**config.mk**
```make
export PLATFORM = sky130hd
export DESIGN_NAME = mem_port_arbiter
export DESIGN_NICKNAME = d
export VERILOG_FILES = /design/src/rtl/mem_arb_pkg.sv /design/src/rtl/mem_port_arbiter_tag_pipe.sv /design/src/rtl/mem_port_arbiter.sv
export SDC_FILE = /design/constraint.sdc
export NUM_CORES = 1
export LEC_CHECK = 0
export BUFFER_PORTS_ARGS = -buffer_cell sky130_fd_sc_hd__buf_2
export CAP_MARGIN = 30
export CORE_MARGIN = 2
export CORE_UTILIZATION = 37
export DETAILED_ROUTE_END_ITERATION = 7
export PLACE_DENSITY_LB_ADDON = 0.25
export SLEW_MARGIN = 20
export SYNTH_ARGS = -nofsm -noshare
export SYNTH_HDL_FRONTEND = slang
export SYNTH_SLANG_ARGS = --single-unit
export TNS_END_PERCENT = 30
```
**constraint.sdc**
```tcl
create_clock -name clk -period 1.5 [get_ports clk]
set_input_delay 0.225 -clock clk [delete_from_list [all_inputs] [get_ports clk]]
set_output_delay 0.225 -clock clk [all_outputs]
set_load 0.1 [all_outputs]
```
**src/rtl/mem_arb_pkg.sv**
```systemverilog
// mem_arb_pkg: owner encoding, read-tag type and starve counter width shared by the arbiter files
package mem_arb_pkg;
  typedef enum logic {OWN_IF = 1'b0, OWN_DM = 1'b1} owner_e;
  typedef struct packed {
    logic   valid;
    owner_e owner;
  } tag_t;
  localparam int STARVE_W = 4;
endpackage

```
**src/rtl/mem_port_arbiter_tag_pipe.sv**
```systemverilog
// arb_tag_pipe: DEPTH-stage shift register of {valid, owner} read tags with synchronous clear
module arb_tag_pipe
  import mem_arb_pkg::*;
#(
  parameter int DEPTH = 1
) (
  input  logic clk,
  input  logic rst,
  input  tag_t tag_in,
  output tag_t tag_out
);
  tag_t stage [DEPTH];
  always_ff @(posedge clk) begin
    stage[0] <= rst ? '0 : tag_in;
    for (int i = 1; i < DEPTH; i++) stage[i] <= rst ? '0 : stage[i-1];
  end
  assign tag_out = stage[DEPTH-1];
endmodule

```
**src/rtl/mem_port_arbiter.sv**
```systemverilog
// mem_port_arbiter: IF/DM arbiter for one single-port memory, DM priority with IF starvation guard; ARB_STATS_EN adds stall counters
module mem_port_arbiter
  import mem_arb_pkg::*;
#(
  parameter int AW         = 13,
  parameter int DW         = 16,
  parameter int MEM_LAT    = 1,
  parameter int STARVE_MAX = 4
) (
  input  logic          clk,
  input  logic          rst,
  input  logic          if_req,
  input  logic [AW-1:0] if_addr,
  output logic          if_gnt,
  output logic          if_rvalid,
  output logic [DW-1:0] if_rdata,
  input  logic          dm_req,
  input  logic          dm_we,
  input  logic [AW-1:0] dm_addr,
  input  logic [DW-1:0] dm_wdata,
  output logic          dm_gnt,
  output logic          dm_rvalid,
  output logic [DW-1:0] dm_rdata,
  output logic          mem_en,
  output logic          mem_we,
  output logic [AW-1:0] mem_addr,
  output logic [DW-1:0] mem_wdata,
  input  logic [DW-1:0] mem_rdata,
  output logic          stall
`ifdef ARB_STATS_EN
  ,
  output logic [15:0]   stat_if_stall,
  output logic [15:0]   stat_dm_stall
`endif
);
  logic [STARVE_W-1:0] starve_cnt;
  logic                starved;
  logic [DW-1:0]       if_hold, dm_hold;
  tag_t                push, head;
  arb_tag_pipe #(.DEPTH(MEM_LAT)) u_tag_pipe (
    .clk    (clk),
    .rst    (rst),
    .tag_in (push),
    .tag_out(head)
  );
  always_comb begin
    starved     = starve_cnt == STARVE_W'(STARVE_MAX);
    if_gnt      = !rst && if_req && (!dm_req || starved);
    dm_gnt      = !rst && dm_req && !if_gnt;
    mem_en      = if_gnt || dm_gnt;
    mem_we      = dm_gnt && dm_we;
    mem_addr    = if_gnt ? if_addr : dm_gnt ? dm_addr : '0;
    mem_wdata   = mem_we ? dm_wdata : '0;
    stall       = !rst && ((if_req && !if_gnt) || (dm_req && !dm_gnt));
    push.valid  = mem_en && !mem_we;
    push.owner  = dm_gnt ? OWN_DM : OWN_IF;
    if_rvalid   = !rst && head.valid && head.owner == OWN_IF;
    dm_rvalid   = !rst && head.valid && head.owner == OWN_DM;
    if_rdata    = if_rvalid ? mem_rdata : rst ? '0 : if_hold;
    dm_rdata    = dm_rvalid ? mem_rdata : rst ? '0 : dm_hold;
  end
  always_ff @(posedge clk) begin
    if_hold    <= rst ? '0 : if_rvalid ? mem_rdata : if_hold;
    dm_hold    <= rst ? '0 : dm_rvalid ? mem_rdata : dm_hold;
    starve_cnt <= (rst || !if_req || if_gnt) ? '0 : starved ? starve_cnt : starve_cnt + STARVE_W'(1);
  end
`ifdef ARB_STATS_EN
  always_ff @(posedge clk) begin
    stat_if_stall <= rst ? '0 : stat_if_stall + 16'(if_req && !if_gnt && stat_if_stall != '1);
    stat_dm_stall <= rst ? '0 : stat_dm_stall + 16'(dm_req && !dm_gnt && stat_dm_stall != '1);
  end
`endif
endmodule
```
==> run summary, run 1 <==
The share of synthesized cell area in and, or, nand and nor gates was 24.5%; the clock tree buffer depth was 2. The tools report the sum of net half-perimeters after detailed placement as 6230 um. Of all flip-flops after synthesis, the portion carrying an async set or reset was 0%. The I/O pin total was 131. Number of warning messages in the yosys log: 0. The starting density of the core is 38.5%, and the flip-flop and latch count after synthesis is 38.

The tools report the total number of placement rows as 25. The clock net in this run drives a total of 38 sinks. The most frequently used flop master after synthesis is dfxtp_1.

CTS built an H-tree with a depth of 2. A synthesized cell averages 7.62 um^2. TritonCTS created 5 clock buffers. The sequential share of the synthesized area is 41.6%, and the mux contribution to synthesized area is 0%.

Number of buffer cells added on primary ports: 130. Net count of the mapped netlist: 305. The flow did not finish.

The netlist uses 26 different library cells. Stage where the flow stopped: 4_1_cts. The congestion estimate from routability-driven global placement came to 0.827.

The compound-gate portion of the synthesized area works out to 25.6%. The die span in y was 74.3 um. The cts-stage hold buffer count was 0; the area share of fa/ha/maj cells after synthesis was 1.37%. Combinational family with the most area after synthesis: compound AO/OA/AOI/OAI gates. The first error in the log reads "[ERROR DPL-0038] Utilization greater than 100%, impossible to legalize".

The synthesized design contains 0 enable-type register cells. The share of the synthesized netlist area taken by xor and xnor gates was 0.958%; the width of the chip was 74.3 um. The cell total after placement is 449, and the number of cells produced by synthesis is 240.

The post-synth design cell area is 1830 um^2, and the total of cells resized after clock tree synthesis is 69. CTS placed an instance of clkbuf_8 at the clock tree root. After clock tree synthesis, the setup repair step added 6 buffers.
## through the flow
step                      setup slack [ps]  area (um^2)  util, %
after floorplan                       -446         2430        -
after global placement                -209         4310     90.6
after detailed placement              -259         4310     90.6
## kinds of logic after synthesis
group / Yosys count
adder cells (fa/ha/maj): 2
buffers and inverters: 22
AND/OR/NAND/NOR: 95
AO/OA/AOI/OAI: 81
XOR/XNOR: 2
flip-flops: 38
## cell usage after synthesis (3+ instances only)
library cell	n	area (um^2)
a21oi_1	64	320
and3_1	17	106
buf_2	6	30.0
inv_1	3	11.3
clkbuf_1	4	15.0
a22o_1	13	114
buf_1	5	18.8
nor2_1	5	18.8
dfxtp_1	38	761
nand2_1	56	210
nand2_2	9	56.3
==> run 2: changes to the inputs <==
CORE_UTILIZATION = 25   (was 37)
PLACE_DENSITY_LB_ADDON = 0.15   (was 0.25)
clock period = 2 ns   (was 1.5 ns; I/O delays follow)
==> run 2 against run 1 <==
Against the previous run:
- the flow now finishes, with violations (negative setup slack)
- synthesized cell count unchanged
- area after synthesis unchanged
==> run summary, run 2 <==
The run finished, with violations left. The final reports fail on negative setup slack. The final hold violation count came out at 0.

The terminus of the critical flop-to-flop path was if_hold[10]. By count the netlist is led by 64 x a21oi_1, 56 x nand2_1, 38 x dfxtp_1. The most frequently used flop master after synthesis is dfxtp_1.

Setup total negative slack on the finished layout was measured at -159 ps. IR analysis of the VDD net gives a maximum drop of 0.281 mV. Buffers placed on the I/O ports in this run total 130. The number of fillers in the final layout came out at 595.

Counting both buffers and inverters, the worst setup path holds a total of 2. The total internal power was 1440 uW; the I/O pin total was 131. The flip-flop and latch count after synthesis came out at 38. In this run the cell area of the synthesized design comes to 1830 um^2. The net switching power was 815 uW; the net switching share of the total power was 36.2%. Static timing analysis puts the maximum clock frequency at 0.491 GHz. The share of post-route cells with drive strength above 1 was 67.6%. The worst pin sits at a relative slew slack of 62.6%. The proportion of power drawn by the clock network was 27.5%. TritonCTS built the clock tree. Routed wire length per instance: 14.4 um.

The tools report the origin of the critical flop-to-flop path as u_tag_pipe.stage[0][1]. After legalization and detailed placement, the total HPWL measured 5060 um. The logs give 8020 um^2 for the area of the die and 463 for the cell total after placement.

The largest registers in the layout are dm_hold x16, if_hold x16, starve_cnt x4. When the netlist entered floorplanning its net count stood at 305. The worst setup path is launched from a flop. For this run, the slowest stage of the critical path takes 500 ps. In the post-synthesis netlist, the biggest area contributors are dfxtp_1 42%, a21oi_1 18%, nand2_1 11%. Counting the buffers created by CTS gives 5. The worst register-to-register path has a depth of 4. Of all nets on the critical path, the largest fanout is 5. From left edge to right edge, the die measures 89.5 um. Dominant cell type by area after synthesis: dfxtp_1. Power spread over the standard cell area amounts to 498 nW/um^2. The tool flagged a number of max-cap violations equal to 0. In this design, the largest share of critical-path delay is due to simple AND/OR/NAND/NOR gates. Most frequent standard cell in the layout excluding fill and tap cells: buf_12. The logs give 34.7% for the sequential share of power and 38 for the clock sink count.

The number of warning messages in the yosys log is 0. The number of antenna diodes in the final layout is 0. Measured along the y axis, the die boundary spans 89.5 um.

Share of the synthesized area in the top cell type: 41.6%. In the layout the commonest cells are 70 x buf_12, 62 x buf_2, 39 x nand2_1. In the final layout, flip-flops and latches occupy 764 um^2. Final hold analysis gives a worst-case slack of 296 ps. For the sequential share of the synthesized area, the log shows 41.6%. For the maximum number of pins on one net before global-route repair, the log shows 32.

For the starting density of the core, the log shows 25.5%. In this run the clock root is driven by a clkbuf_8. Final critical-path setup slack: -35.0 ps. The startpoint identified for the worst hold timing path is mem_rdata[13]. The run gives 2,241 as the via count of the first global-routing pass. Mean cell area of the mapped netlist: 7.62 um^2. The slowest stage of the critical path belongs to the cell or3b_4.

The average vias per placed instance is 4.64, and the leftover overflow at the end of global routing is 0. Yosys instantiated no cell more often than a21oi_1. The logs give 1700 ps for the data required time of the critical path and 4520 um^2 for the total non-filler cell area in the finished layout. The number of synthesized flops with an enable pin came out at 0.

The period utilization works out to 102%. Synthesis produced a netlist whose cell count is 240. Summing all placed instances gives a cell area of 3960 um^2. The clock reaches the later pin of the worst-skew pair after 290 ps.

The setup path with the least slack is of type flop to output port. At the end of routability-driven placement, the weighted congestion stood at 0.792. Along the worst hold path, the cell count comes to 3.

The first routing iteration left 52 violations. The tools report the nature of the critical path endpoint as an output port. In the synthesized netlist the async set-or-reset flop fraction comes to 0%.

The first global-routing pass estimated 10,600 um of wire. The area growth from synthesis to layout is 147%. The signal on the critical path passes through or3b_4 -> inv_6 -> nand2_1 -> a21oi_2 -> buf_12. The region available for standard cell placement spans 7180 um^2.

The number of H-tree levels was 2; the total area of multi-input combinational cells was 1550 um^2. In this run the worst hold path is classified as input port to flop. Wires add up to 7000 um.

The static leakage was 0.00181 uW. The detail route stage leaves a number of antenna-violating nets equal to 0. The total count of max-transition violations in the final report is 0, and the clock transition at the register clock pins on the worst setup and hold paths after CTS is 70 ps.

For this run, the share of the core covered by cells in the final layout is 63.0%. Clock skew on the completed layout was measured at 2.43 ps. In the routed design, unresolved DRC markers number 0. For this run, the number of standard cells in the final layout without fillers is 485. For the pin with the worst max-slew slack, the measured transition is 561 ps.

Data arrives at the worst endpoint at 1730 ps. Number of nets in the layout: 450. The setup slack on the worst flop-to-flop path is 620 ps, and the total number of placement rows is 31. The logs give 4 for the first-pass iteration count of the detailed router and 26 for the post-synthesis cell type count. The total vias in the final route came out at 2,251.

The path with the worst hold slack has its endpoint at if_hold[13]. Across every metal layer, demand over resource in global routing totals 17.1%. The clock period minus final worst setup slack was 2030 ps; the cts-stage hold buffer count was 0. Setup repair after global routing could not meet its margin everywhere. The run gives 0 as the number of antenna violations at the first check in global routing. Setup violations remaining at the end of the flow were counted as 8. The clock tree buffer depth was 2; the combinational share of power was 37.8%.
==> run 2: cell counts after synthesis <==
No cell type changed its count.
==> run 2: logic make-up (layout without fill, tap and decap cells) <==
| family | after synthesis | after routing | share of synthesized area, % |
|---|---|---|---|
| buf+inv | 22 | 168 | 6.02 |
| xor+xnor | 2 | 2 | 0.958 |
| simple gates | 95 | 95 | 24.5 |
| compound gates | 81 | 81 | 25.6 |
| fa+ha+maj | 2 | 2 | 1.37 |
| flops | 38 | 38 | 41.6 |
==> run 2: metrics by stage <==
step,setup WS (ps),total power (uW)
2_1_floorplan,-313,1270
3_3_place_gp,132,1570
3_5_place_dp,96.1,1570
4_1_cts,-15.4,2230
5_1_grt,-107,2340
6_report,-35.0,2250
==> run 2: routing by layer <==
metal | global-route usage, % | vias to the layer above | part of all wire (%)
met3 | 4.62 | 6 | 6.9
met2 | 30.1 | 95 | 52
met1 | 20.7 | 1029 | 40
met5 | 0 | - | 0
met4 | 4.21 | 0 | 1.0
li1 | - | 1121 | -
==> run 2: area by class of cell <==
class	count	share of cell area, %
clock buffer	8	2.44
multi-input combinational	180	34.2
inverter	5	0.692
timing repair buffer	153	42.5
sequential	38	16.9
timing repair inverter	2	0.554
tap	99	2.74
==> run 2: worst max path at each step <==
stage	cells after the start	start	end
floorplan	6	starve_cnt[0]	mem_addr[10]
global placement	6	rst	if_rdata[0]
detailed placement	6	rst	if_rdata[2]
CTS	5	u_tag_pipe.stage[0][1]	if_rdata[0]
global route	7	starve_cnt[0]	mem_addr[12]
finish	5	u_tag_pipe.stage[0][1]	if_rdata[5]
==> run 2: repair_timing <==
item | CTS | global route
cloned | 2 | 3
endpoints found under the setup margin | 46 | 46
pin swaps | 4 | 34
setup buffers | 8 | 1
gates resized for setup | 26 | 40
==> run 2: tightest hold or removal path, cell delays in order <==
cell and delay (ps):
buf_2 120, nand2_4 60, a21oi_1 50
==> run 2: power groups by stage <==
| stage | clock, uW | combinational [uW] | sequential [uW] |
|---|---|---|---|
| 2_1_floorplan | 0 | 476 | 795 |
| 3_3_place_gp | 0 | 773 | 796 |
| 3_5_place_dp | 0 | 777 | 797 |
| 4_1_cts | 633 | 817 | 779 |
| 5_1_grt | 673 | 884 | 783 |
| 6_report | 620 | 851 | 782 |
No activity file was read; power rests on OpenSTA's default activity.
